**src/rtl/pe_stream_arbiter_if.sv**
```systemverilog
// Request/grant/finish bundle between NUM_PE processing elements, the stream engine and the arbiter.
// master = PE/stream-engine side, slave = arbiter side.
interface pe_stream_arbiter_if #(
    parameter int NUM_PE = 4
);
    localparam int IDW = (NUM_PE > 1) ? $clog2(NUM_PE) : 1;

    logic [NUM_PE-1:0] req_input;
    logic [NUM_PE-1:0] req_filter;
    logic              stream_done;
    logic              stream_start;
    logic [NUM_PE-1:0] grant_onehot;
    logic [IDW-1:0]    grant_id;
    logic              grant_is_filter;
    logic [NUM_PE-1:0] Stream_input_finish_PE;
    logic [NUM_PE-1:0] Stream_filter_finish;
    logic              busy;

    modport master (
        output req_input, req_filter, stream_done,
        input  stream_start, grant_onehot, grant_id, grant_is_filter,
        input  Stream_input_finish_PE, Stream_filter_finish, busy
    );

    modport slave (
        input  req_input, req_filter, stream_done,
        output stream_start, grant_onehot, grant_id, grant_is_filter,
        output Stream_input_finish_PE, Stream_filter_finish, busy
    );
endinterface

```
**src/rtl/pe_stream_arbiter.sv**
```systemverilog
// Round-robin arbiter sharing one stream engine among NUM_PE PEs (IDLE/GRANT/STREAM/FINISH).
// Request->start 1 cycle, done->finish 1 cycle; PE_FILTER_BROADCAST_EN enables filter broadcast.
module pe_stream_arbiter #(
    parameter int NUM_PE = 4
) (
    input  logic                 clk,
    input  logic                 rst,
    pe_stream_arbiter_if.slave   bus
);
    localparam int IDW = (NUM_PE > 1) ? $clog2(NUM_PE) : 1;

    typedef enum logic [1:0] {IDLE, GRANT, STREAM, FINISH} state_t;

    state_t            state_q, state_d;
    logic              stream_start_q, stream_start_d;
    logic [NUM_PE-1:0] grant_onehot_q, grant_onehot_d;
    logic [IDW-1:0]    grant_id_q, grant_id_d;
    logic              grant_is_filter_q, grant_is_filter_d;
    logic [NUM_PE-1:0] fin_in_q, fin_in_d;
    logic [NUM_PE-1:0] fin_flt_q, fin_flt_d;
    logic [IDW-1:0]    rr_ptr_q, rr_ptr_d;
    logic [NUM_PE-1:0] mask_in_q, mask_in_d;
    logic [NUM_PE-1:0] mask_flt_q, mask_flt_d;
    logic [NUM_PE-1:0] flt_set;

    logic [NUM_PE-1:0] eff_in, eff_flt;
    logic              win_found, win_flt;
    logic [IDW-1:0]    win_id, cand;

`ifdef PE_FILTER_BROADCAST_EN
    logic [NUM_PE-1:0] bcast_q, bcast_d;

    // The granted PE is always part of its own broadcast, even if it dropped its request.
    assign flt_set = bcast_q | grant_onehot_q;
`else
    assign flt_set = grant_onehot_q;
`endif

    // Upward search from rr_ptr with wrap; input beats filter inside the winning PE.
    always_comb begin
        eff_in    = bus.req_input  & ~mask_in_q;
        eff_flt   = bus.req_filter & ~mask_flt_q;
        win_found = 1'b0;
        win_id    = '0;
        win_flt   = 1'b0;
        cand      = '0;
        for (int i = 0; i < NUM_PE; i++) begin
            cand = IDW'((int'(rr_ptr_q) + i) % NUM_PE);
            if (!win_found && (eff_in[cand] || eff_flt[cand])) begin
                win_found = 1'b1;
                win_id    = cand;
                win_flt   = !eff_in[cand];
            end
        end
    end

    always_comb begin
        state_d           = state_q;
        stream_start_d    = 1'b0;
        grant_onehot_d    = grant_onehot_q;
        grant_id_d        = grant_id_q;
        grant_is_filter_d = grant_is_filter_q;
        fin_in_d          = '0;
        fin_flt_d         = '0;
        rr_ptr_d          = rr_ptr_q;
        mask_in_d         = '0;
        mask_flt_d        = '0;
`ifdef PE_FILTER_BROADCAST_EN
        bcast_d           = bcast_q;
`endif
        case (state_q)
            IDLE: begin
                if (win_found) begin
                    state_d           = GRANT;
                    stream_start_d    = 1'b1;
                    grant_onehot_d    = NUM_PE'(1) << win_id;
                    grant_id_d        = win_id;
                    grant_is_filter_d = win_flt;
                end
            end
            GRANT: begin
                state_d = STREAM;
`ifdef PE_FILTER_BROADCAST_EN
                bcast_d = grant_is_filter_q ? bus.req_filter : '0;
`endif
            end
            STREAM: begin
                if (bus.stream_done) begin
                    state_d = FINISH;
                    if (grant_is_filter_q) fin_flt_d = flt_set;
                    else                   fin_in_d  = grant_onehot_q;
                end
            end
            FINISH: begin
                state_d           = IDLE;
                grant_onehot_d    = '0;
                grant_id_d        = '0;
                grant_is_filter_d = 1'b0;
                rr_ptr_d          = (grant_id_q == IDW'(NUM_PE - 1)) ? '0 : grant_id_q + IDW'(1);
                // Served requests sit out the next IDLE cycle while the PE drops them.
                mask_in_d         = grant_is_filter_q ? '0 : grant_onehot_q;
                mask_flt_d        = grant_is_filter_q ? flt_set : '0;
            end
            default: state_d = IDLE;
        endcase
    end

    always_ff @(posedge clk) begin
        if (rst) begin
            state_q           <= IDLE;
            stream_start_q    <= 1'b0;
            grant_onehot_q    <= '0;
            grant_id_q        <= '0;
            grant_is_filter_q <= 1'b0;
            fin_in_q          <= '0;
            fin_flt_q         <= '0;
            rr_ptr_q          <= '0;
            mask_in_q         <= '0;
            mask_flt_q        <= '0;
`ifdef PE_FILTER_BROADCAST_EN
            bcast_q           <= '0;
`endif
        end else begin
            state_q           <= state_d;
            stream_start_q    <= stream_start_d;
            grant_onehot_q    <= grant_onehot_d;
            grant_id_q        <= grant_id_d;
            grant_is_filter_q <= grant_is_filter_d;
            fin_in_q          <= fin_in_d;
            fin_flt_q         <= fin_flt_d;
            rr_ptr_q          <= rr_ptr_d;
            mask_in_q         <= mask_in_d;
            mask_flt_q        <= mask_flt_d;
`ifdef PE_FILTER_BROADCAST_EN
            bcast_q           <= bcast_d;
`endif
        end
    end

    assign bus.stream_start           = stream_start_q;
    assign bus.grant_onehot           = grant_onehot_q;
    assign bus.grant_id               = grant_id_q;
    assign bus.grant_is_filter        = grant_is_filter_q;
    assign bus.Stream_input_finish_PE = fin_in_q;
    assign bus.Stream_filter_finish   = fin_flt_q;
    assign bus.busy                   = (state_q != IDLE);
endmodule

```
**src/flat_wrapper.sv**
```systemverilog
// flat-port wrapper written by rule: the top's interface ports become plain ports
module pe_stream_arbiter_flat 
#(
    parameter int NUM_PE = 4
)
  (clk, rst, bus_req_input, bus_req_filter, bus_stream_done, bus_stream_start, bus_grant_onehot, bus_grant_id, bus_grant_is_filter, bus_Stream_input_finish_PE, bus_Stream_filter_finish, bus_busy);
  pe_stream_arbiter_if #(.NUM_PE(NUM_PE)) bus_i ();
  input  logic clk;
  input  logic rst;
  input wire logic [$bits(bus_i.req_input)-1:0] bus_req_input;
  input wire logic [$bits(bus_i.req_filter)-1:0] bus_req_filter;
  input wire logic [$bits(bus_i.stream_done)-1:0] bus_stream_done;
  output wire logic [$bits(bus_i.stream_start)-1:0] bus_stream_start;
  output wire logic [$bits(bus_i.grant_onehot)-1:0] bus_grant_onehot;
  output wire logic [$bits(bus_i.grant_id)-1:0] bus_grant_id;
  output wire logic [$bits(bus_i.grant_is_filter)-1:0] bus_grant_is_filter;
  output wire logic [$bits(bus_i.Stream_input_finish_PE)-1:0] bus_Stream_input_finish_PE;
  output wire logic [$bits(bus_i.Stream_filter_finish)-1:0] bus_Stream_filter_finish;
  output wire logic [$bits(bus_i.busy)-1:0] bus_busy;
  assign bus_i.req_input = bus_req_input;
  assign bus_i.req_filter = bus_req_filter;
  assign bus_i.stream_done = bus_stream_done;
  assign bus_stream_start = bus_i.stream_start;
  assign bus_grant_onehot = bus_i.grant_onehot;
  assign bus_grant_id = bus_i.grant_id;
  assign bus_grant_is_filter = bus_i.grant_is_filter;
  assign bus_Stream_input_finish_PE = bus_i.Stream_input_finish_PE;
  assign bus_Stream_filter_finish = bus_i.Stream_filter_finish;
  assign bus_busy = bus_i.busy;
  pe_stream_arbiter #(.NUM_PE(NUM_PE)) u_core (.clk(clk), .rst(rst), .bus(bus_i));
endmodule
```
**config.mk**
```make
export PLATFORM = sky130hd
export DESIGN_NAME = pe_stream_arbiter_flat
export DESIGN_NICKNAME = d
export VERILOG_FILES = /design/src/rtl/pe_stream_arbiter_if.sv /design/src/rtl/pe_stream_arbiter.sv /design/src/flat_wrapper.sv
export SDC_FILE = /design/constraint.sdc
export NUM_CORES = 1
export LEC_CHECK = 0
export CAP_MARGIN = 20
export CORE_MARGIN = 3
export CORE_UTILIZATION = 45
export CTS_CLUSTER_SIZE = 24
export DETAILED_ROUTE_END_ITERATION = 8
export DONT_BUFFER_PORTS = 1
export PLACE_DENSITY = 0.61
export SLEW_MARGIN = 20
export SYNTH_ARGS = -nofsm -noshare
export SYNTH_HDL_FRONTEND = slang
export SYNTH_SLANG_ARGS = --single-unit
```
**constraint.sdc**
```tcl
create_clock -name clk -period 1.9 [get_ports clk]
set_clock_uncertainty 0.15 [all_clocks]
set_input_delay 0.285 -clock clk [delete_from_list [all_inputs] [get_ports clk]]
set_output_delay 0.285 -clock clk [all_outputs]
set_load 0.01 [all_outputs]
```
* Yosys cells after proc, flatten, opt, wreduce, memory -nomap -nowiden
Index checks and enable logic that the tools add are counted.
** Word-level totals
- Register bits :: 28
- Output and inout bits :: 17
- Bits in latches :: 0
- RAM bits :: 0
- Memories kept :: 0
- ROM bits :: 0
** Operators by class
- Shifts and indexed selects :: 1
- $add $sub $neg :: 4
- Magnitude comparators :: 4
- Bitwise logic cells :: 8
- Reduce and logical (&&, ||, !) cells :: 22
- Equal/unequal tests :: 6
- Div/mod/pow operators :: 0
- Multipliers :: 0
- Muxes and demuxes :: 41
** Operators with widths (count)
- 2-to-1 mux 1 bit :: 18
- binary-select mux 1 bit (select 2 bit) :: 8
- 2-to-1 mux 2 bit :: 8
- less-than comparator 2 x 3 -> 1 bit, second input constant :: 4
- 2-to-1 mux 4 bit :: 3
- AND 4 bit :: 2
- inverter 4 bit :: 2
- one-hot mux 2 bit (4 select lines) :: 1
- one-hot mux 4 bit (2 select lines) :: 1
- logical NOT 1 bit :: 7
- equality test 2 bit, second input constant :: 3
- adder 2 x 1 -> 2 bit, second input constant :: 2
- adder 2 bit, second input constant :: 2
- logical OR 1 bit :: 4
- inverter 1 bit :: 4
- one-hot mux 2 bit (2 select lines) :: 1
- AND reduction 2 bit :: 2
- nonzero test 2 bit :: 2
- OR reduction 2 bit :: 2
- << shifter 1 x 2 -> 4 bit, first input constant :: 1
- logical AND 1 bit :: 3
- OR reduction 3 bit :: 1
- equality test 2 x 1 -> 1 bit, second input constant :: 1
- logical NOT 2 bit :: 1
- other kinds (3) :: 3

* Longest topological paths before layout
- Depth after elaboration :: 18
- Depth in mapped cells :: 7
- Gate-level depth less buffers :: 7

* Worst setup path before layout
Ideal clock, no wire load.
- Path kind :: flip-flop to flip-flop
- Start point :: register u_core.state_q[0]
- End point :: register u_core.grant_onehot_q[2] (netlist: u_core.bus.grant_onehot[2])
- Required time :: 1.662 ns
- Setup time :: 0.088 ns
- Arrival :: 1.553 ns
- Period minus slack after synthesis :: 1.791 ns
- Slack :: 0.109 ns
- Path buffers :: 1
- Cell stages (with the launch flop) :: 6
- Cell sequence :: dfxtp_1 > ha_1 > clkbuf_1 > a211o_1 > or3_1 > o32ai_2
** Between the ends
- Word-level cells in the longest chain between the ends :: 3
- Elaborated cells between the ends (all ways) :: 6
- Classes of those cells :: 2 x eq/ne; 1 x mux; 3 x reduce/logical
** Ends and longest elaborated chain
- start: declaration :: RTL line pe_stream_arbiter.sv:14 : state_t state_q, state_d;
- start signal: assignment :: RTL line pe_stream_arbiter.sv:124 : state_q <= state_d;
- logical NOT 2 bit / equality test 2 bit (equally long branches) :: RTL line pe_stream_arbiter.sv:71 : case (state_q)
- inequality test 2 x 1 -> 1 bit (no source line) / nonzero test 2 bit (equally long branches)
- AND reduction 2 bit (no source line)
- end signal: assignment :: RTL line pe_stream_arbiter.sv:126 : grant_onehot_q <= grant_onehot_d;
- end: declaration :: RTL line pe_stream_arbiter.sv:16 : logic [NUM_PE-1:0] grant_onehot_q, grant_onehot_d;
Parallel ways exist; a longest one is shown, timed or not.
A chain may end at the register's enable or synchronous reset.

* Final worst setup path
- Start point :: register u_core.mask_in_q[2]
- End point :: register u_core.grant_onehot_q[2] (netlist: u_core.bus.grant_onehot[2])
** Between the ends
- Word-level cells in the longest chain between the ends :: 18
- Elaborated cells between the ends (all ways) :: 33
- Classes of those cells :: 1 x eq/ne; 1 x shift; 18 x mux; 2 x bitwise; 11 x reduce/logical
** Ends and longest elaborated chain
- start: declaration :: RTL line pe_stream_arbiter.sv:22 : logic [NUM_PE-1:0] mask_in_q, mask_in_d;
- start signal: assignment :: RTL line pe_stream_arbiter.sv:132 : mask_in_q <= mask_in_d;
- inverter 4 bit * :: RTL line pe_stream_arbiter.sv:41 : eff_in = bus.req_input & ~mask_in_q;
- AND 4 bit * :: RTL line pe_stream_arbiter.sv:41
- binary-select mux 1 bit (select 2 bit) :: RTL line pe_stream_arbiter.sv:49 : if (!win_found && (eff_in[cand] || eff_flt[cand])) begin
- 2-to-1 mux 1 bit (not written as such) :: RTL line pe_stream_arbiter.sv:49
- logical OR 1 bit :: RTL line pe_stream_arbiter.sv:49
- 2-to-1 mux 1 bit :: RTL line pe_stream_arbiter.sv:49
- logical NOT 1 bit :: RTL line pe_stream_arbiter.sv:49
- logical AND 1 bit :: RTL line pe_stream_arbiter.sv:49
- [2 not listed]
- logical AND 1 bit :: RTL line pe_stream_arbiter.sv:49
- 2-to-1 mux 1 bit :: RTL line pe_stream_arbiter.sv:49
- logical NOT 1 bit :: RTL line pe_stream_arbiter.sv:49
- logical AND 1 bit :: RTL line pe_stream_arbiter.sv:49
- 2-to-1 mux 2 bit :: RTL line pe_stream_arbiter.sv:49
- << shifter 1 x 2 -> 4 bit :: RTL line pe_stream_arbiter.sv:76 : grant_onehot_d = NUM_PE'(1) << win_id;
- 2-to-1 mux 4 bit :: RTL line pe_stream_arbiter.sv:73 : if (win_found) begin
- one-hot mux 4 bit (2 select lines) :: RTL line pe_stream_arbiter.sv:71
Mark *: on every way between the ends. The rest lies on a longest branch, timed or not. The select of a mux whose other input is x is not followed.

==> impl_results.md <==
- Run status: finished with violations
- Violated checks: setup timing
- Setup crit start kind: flip-flop
- Syn_area_per_cell: between 8 and 9 um^2
- CTS Buffer Depth: 2
- Worst path cell trace: and2b_4, nor4_4, buf_4, a211o_4, or3_4, o32ai_2
- R2r setup slk: -80 ps
- Most frequent cells in the layout: buf_4, nor2_1, dfxtp_1
- Vias per cell: between 5 and 6
- Sequential power share: 39.9%
- Die Wd: 64.9 um
- Ant diodes: 0
- Switching Share: 35.6%
- TritonCTS clock tree: yes
- Crit Path Max Fanout: 6
- Max-slew violations: 0
- Initial DRT Pass Iterations: 4
- Mapped Area: 0.00156 mm^2
- I/O Buffers: 0
- Largest net degree at the start of global routing: 17
- HPWL after DPL: just over 3000 um
- CP Launch Point: u_core.mask_in_q[2]$_SDFF_PP0_
- Synth cell types: 43
- Number of remaining DRC errors: 0
- H-tree levels: 1
- Antenna violations before repair: 0
- CP endpoint: u_core.bus.grant_onehot[2]$_SDFFE_PP0P_
- Sink Count: 28
- Sw Pwr: approximately 0.00067 W
- Vias: 1446
- Die Ht: 64.9 um
- Worst-Margin Slew: about 370 ps
- Main synth FF type: dfxtp_1
- Worst Setup End Kind: flip-flop
- Internal power: 0.00121 W
- Global router's overall resource usage: 20.7%
- Peak per-stage delay on the critical path: 380 ps
- VDD IR max: 0.723 mV
- Critical path class: flip-flop to flip-flop
- Critical R2R Capture: u_core.bus.grant_onehot[2]$_SDFFE_PP0P_
- Grt ovf: 0
- Die area: ~0.0042 mm^2
- TritonCTS buffer count: 3
- Final min period: 1980 ps
- Routed Antenna Nets: 0
- Slowest CP cell: or3_4
- Syn Nets: just under 200
- Relative slew slack: between 70% and 80%
- Worst EP arrival: approximately 2100 ps
- Worst skew pair latency: 330 ps
- Leak pwr: 0.768 nW
- # rows: 20
- Post-synth EDFFs: 0
- Max Cap Violations: 0
- Top delay family on crit path: simple AND/OR/NAND/NOR gates
- Worst r2r path cells: 6
- Pwr per Cell Area: between 900 and 1000 mW/mm^2
- Num ports: 28
- Endpoints failing setup: 4
- R2R Path Start: u_core.mask_in_q[2]$_SDFF_PP0_
- Root Buffer: clkbuf_4
- Final worst-path cycle share: 104%
- Finished Layout Cells: 252
- Final wirelength: 4220 um
- Fillers: 286
- Nets: 225
- Maximum clock frequency: 505 MHz
- Area delta synth->final: 25.8%
- Hold crit path type: input pin to flip-flop
- Warnings from Yosys: 0
- Share of cells above drive strength 1: 31.3%
- DR WL/cell: 16.7 um
- Number of DRC markers in iteration 0: a little under 90
- Fin util: 61.9%
- Worst hold margin: ~27 ps
- RSZ-0062 raised after global routing: true
- Placed cell count: 236
- Register bit total from synthesis: 28
- Crit path required time: 2020 ps
- Setup slack at placement: -184 ps
- Worst Slack Setup Final: -81.3 ps
- First-pass GRT wire length: approximately 7000 um
- Clock power share: 20.5%
- Hold Vio Cnt, Final: 0
- Sequential cell area fraction in the yosys report: 35.9%
- Vias in the first global route: 1419
- Async SR Flop Fraction: 0%
- Crit path depth: 6
- Reg clk slew, reported paths: 160 ps
- Buffers & Inverters on Critical Path: 1
- GPL Wtd Cong: 0.817
- Core Region: 0.00318 mm^2
- Cells after Synth: 178
- Most common cell after layout, fill and taps aside: buf_4
- Initial core utilization: 49.2%
- Combinational power share: 39.6%
[metal layers]
| layer | track usage, % | share of wire (%) | vias to the layer above |
|---|---|---|---|
| met2 | 36.3 | 50 | 43 |
| met5 | 0 | 0 | - |
| met1 | 25.5 | 43 | 695 |
| met3 | 4.68 | 5.6 | 8 |
| met4 | 4.75 | 1.4 | 0 |
| li1 | - | - | 700 |
[what timing repair did]
action / in CTS / in global routing
buffers inserted: 1 / 8
hold buffers: 2 / 1
pin swaps: 5 / 4
endpoints found under the setup margin: 2 / 11
hold endpoints to repair: 8 / 7
gates resized for setup: 10 / 9
[power by group through the flow]
stage	registers [W]	clock network [W]	logic [W]
after floorplan	0.000731	0	0.000445
after global placement	0.000761	0	0.000619
after detailed placement	0.000765	0	0.000623
after CTS	0.000753	0.000387	0.000695
after global routing	0.000769	0.000415	0.000817
final	0.000753	0.000386	0.000747
[synth_stat cells (3+ instances only)]
library cell | number | area share [%]
dfxtp_1 | 28 | 36
nor2_1 | 23 | 5.5
nand2_1 | 13 | 3.1
a21oi_1 | 9 | 2.9
and2_1 | 9 | 3.6
nand2b_1 | 7 | 2.8
mux2i_1 | 6 | 3.8
clkbuf_1 | 5 | 1.2
ha_1 | 5 | 4.0
inv_1 | 5 | 1.2
nand3_1 | 5 | 1.6
nor4_1 | 5 | 2.0
nor2b_4 | 4 | 3.5
nor3_1 | 4 | 1.3
o21a_1 | 4 | 1.9
a31oi_1 | 3 | 1.2
nand4_1 | 3 | 1.2
o21ai_0 | 3 | 0.96
or3_1 | 3 | 1.2
[sequential cells by signal, indices dropped and copies added (netlist names)]
register	cells
u_core.bus.Stream_input_finish_PE	4
u_core.state_q	2
u_core.bus.stream_start	1
u_core.rr_ptr_q	2
u_core.bus.grant_onehot	4
u_core.bus.grant_is_filter	1
u_core.bus.Stream_filter_finish	4
u_core.mask_in_q	4
u_core.mask_flt_q	4
u_core.bus.grant_id	2
[layout make-up]
type | instances | area (um^2) | area share, %
clock buffer | 3 | 22.5 | 1.15
timing repair buffer | 32 | 248 | 12.6
inverter | 7 | 26.3 | 1.34
sequential | 28 | 568 | 28.9
multi-input combinational | 137 | 1020 | 51.7
clock inverter | 1 | 30.0 | 1.53
tap | 44 | 55.1 | 2.80
[cells by family after synthesis]
group,share of synthesized area (%)
flip-flops,35.9
AND/OR/NAND/NOR,35.2
AO/OA/AOI/OAI,16.4
multiplexers,5.28
adder cells (fa/ha/maj),4.00
buffers and inverters,3.20
[worst min-delay path by stage]
stage | start | depth (start not counted) | to
finish | rst | 2 | u_core.bus.Stream_input_finish_PE[1]$_SDFF_PP0_
global route | rst | 2 | u_core.bus.Stream_input_finish_PE[3]$_SDFF_PP0_
CTS | rst | 1 | u_core.bus.grant_id[1]$_SDFFE_PP0P_
detailed placement | rst | 1 | u_core.bus.grant_onehot[1]$_SDFFE_PP0P_
global placement | rst | 1 | u_core.bus.grant_onehot[1]$_SDFFE_PP0P_
floorplan | u_core.bus.grant_id[1]$_SDFFE_PP0P_ | 2 | u_core.bus.grant_id[1]$_SDFFE_PP0P_
[metrics by stage]
| step | power (W) | setup TNS [ps] | instance area (um^2) |
|---|---|---|---|
| after CTS | 0.00184 | -12.2 | 1870 |
| after detailed placement | 0.00139 | -187 | 1740 |
| after floorplan | 0.00118 | 0 | 1560 |
| final | 0.00189 | -200 | 1970 |
| after global routing | 0.00200 | -741 | 1970 |
| after global placement | 0.00138 | -272 | 1740 |
[worst reg2reg max path, delay by kind of cell (launching register included)]
| kind | cells | cell delay, ps |
|---|---|---|
| flip-flops | 1 | 340 |
| AND/OR/NAND/NOR | 3 | 760 |
| buffers and inverters | 1 | 140 |
| AO/OA/AOI/OAI | 2 | 550 |
No activity file was read; power rests on OpenSTA's default activity.
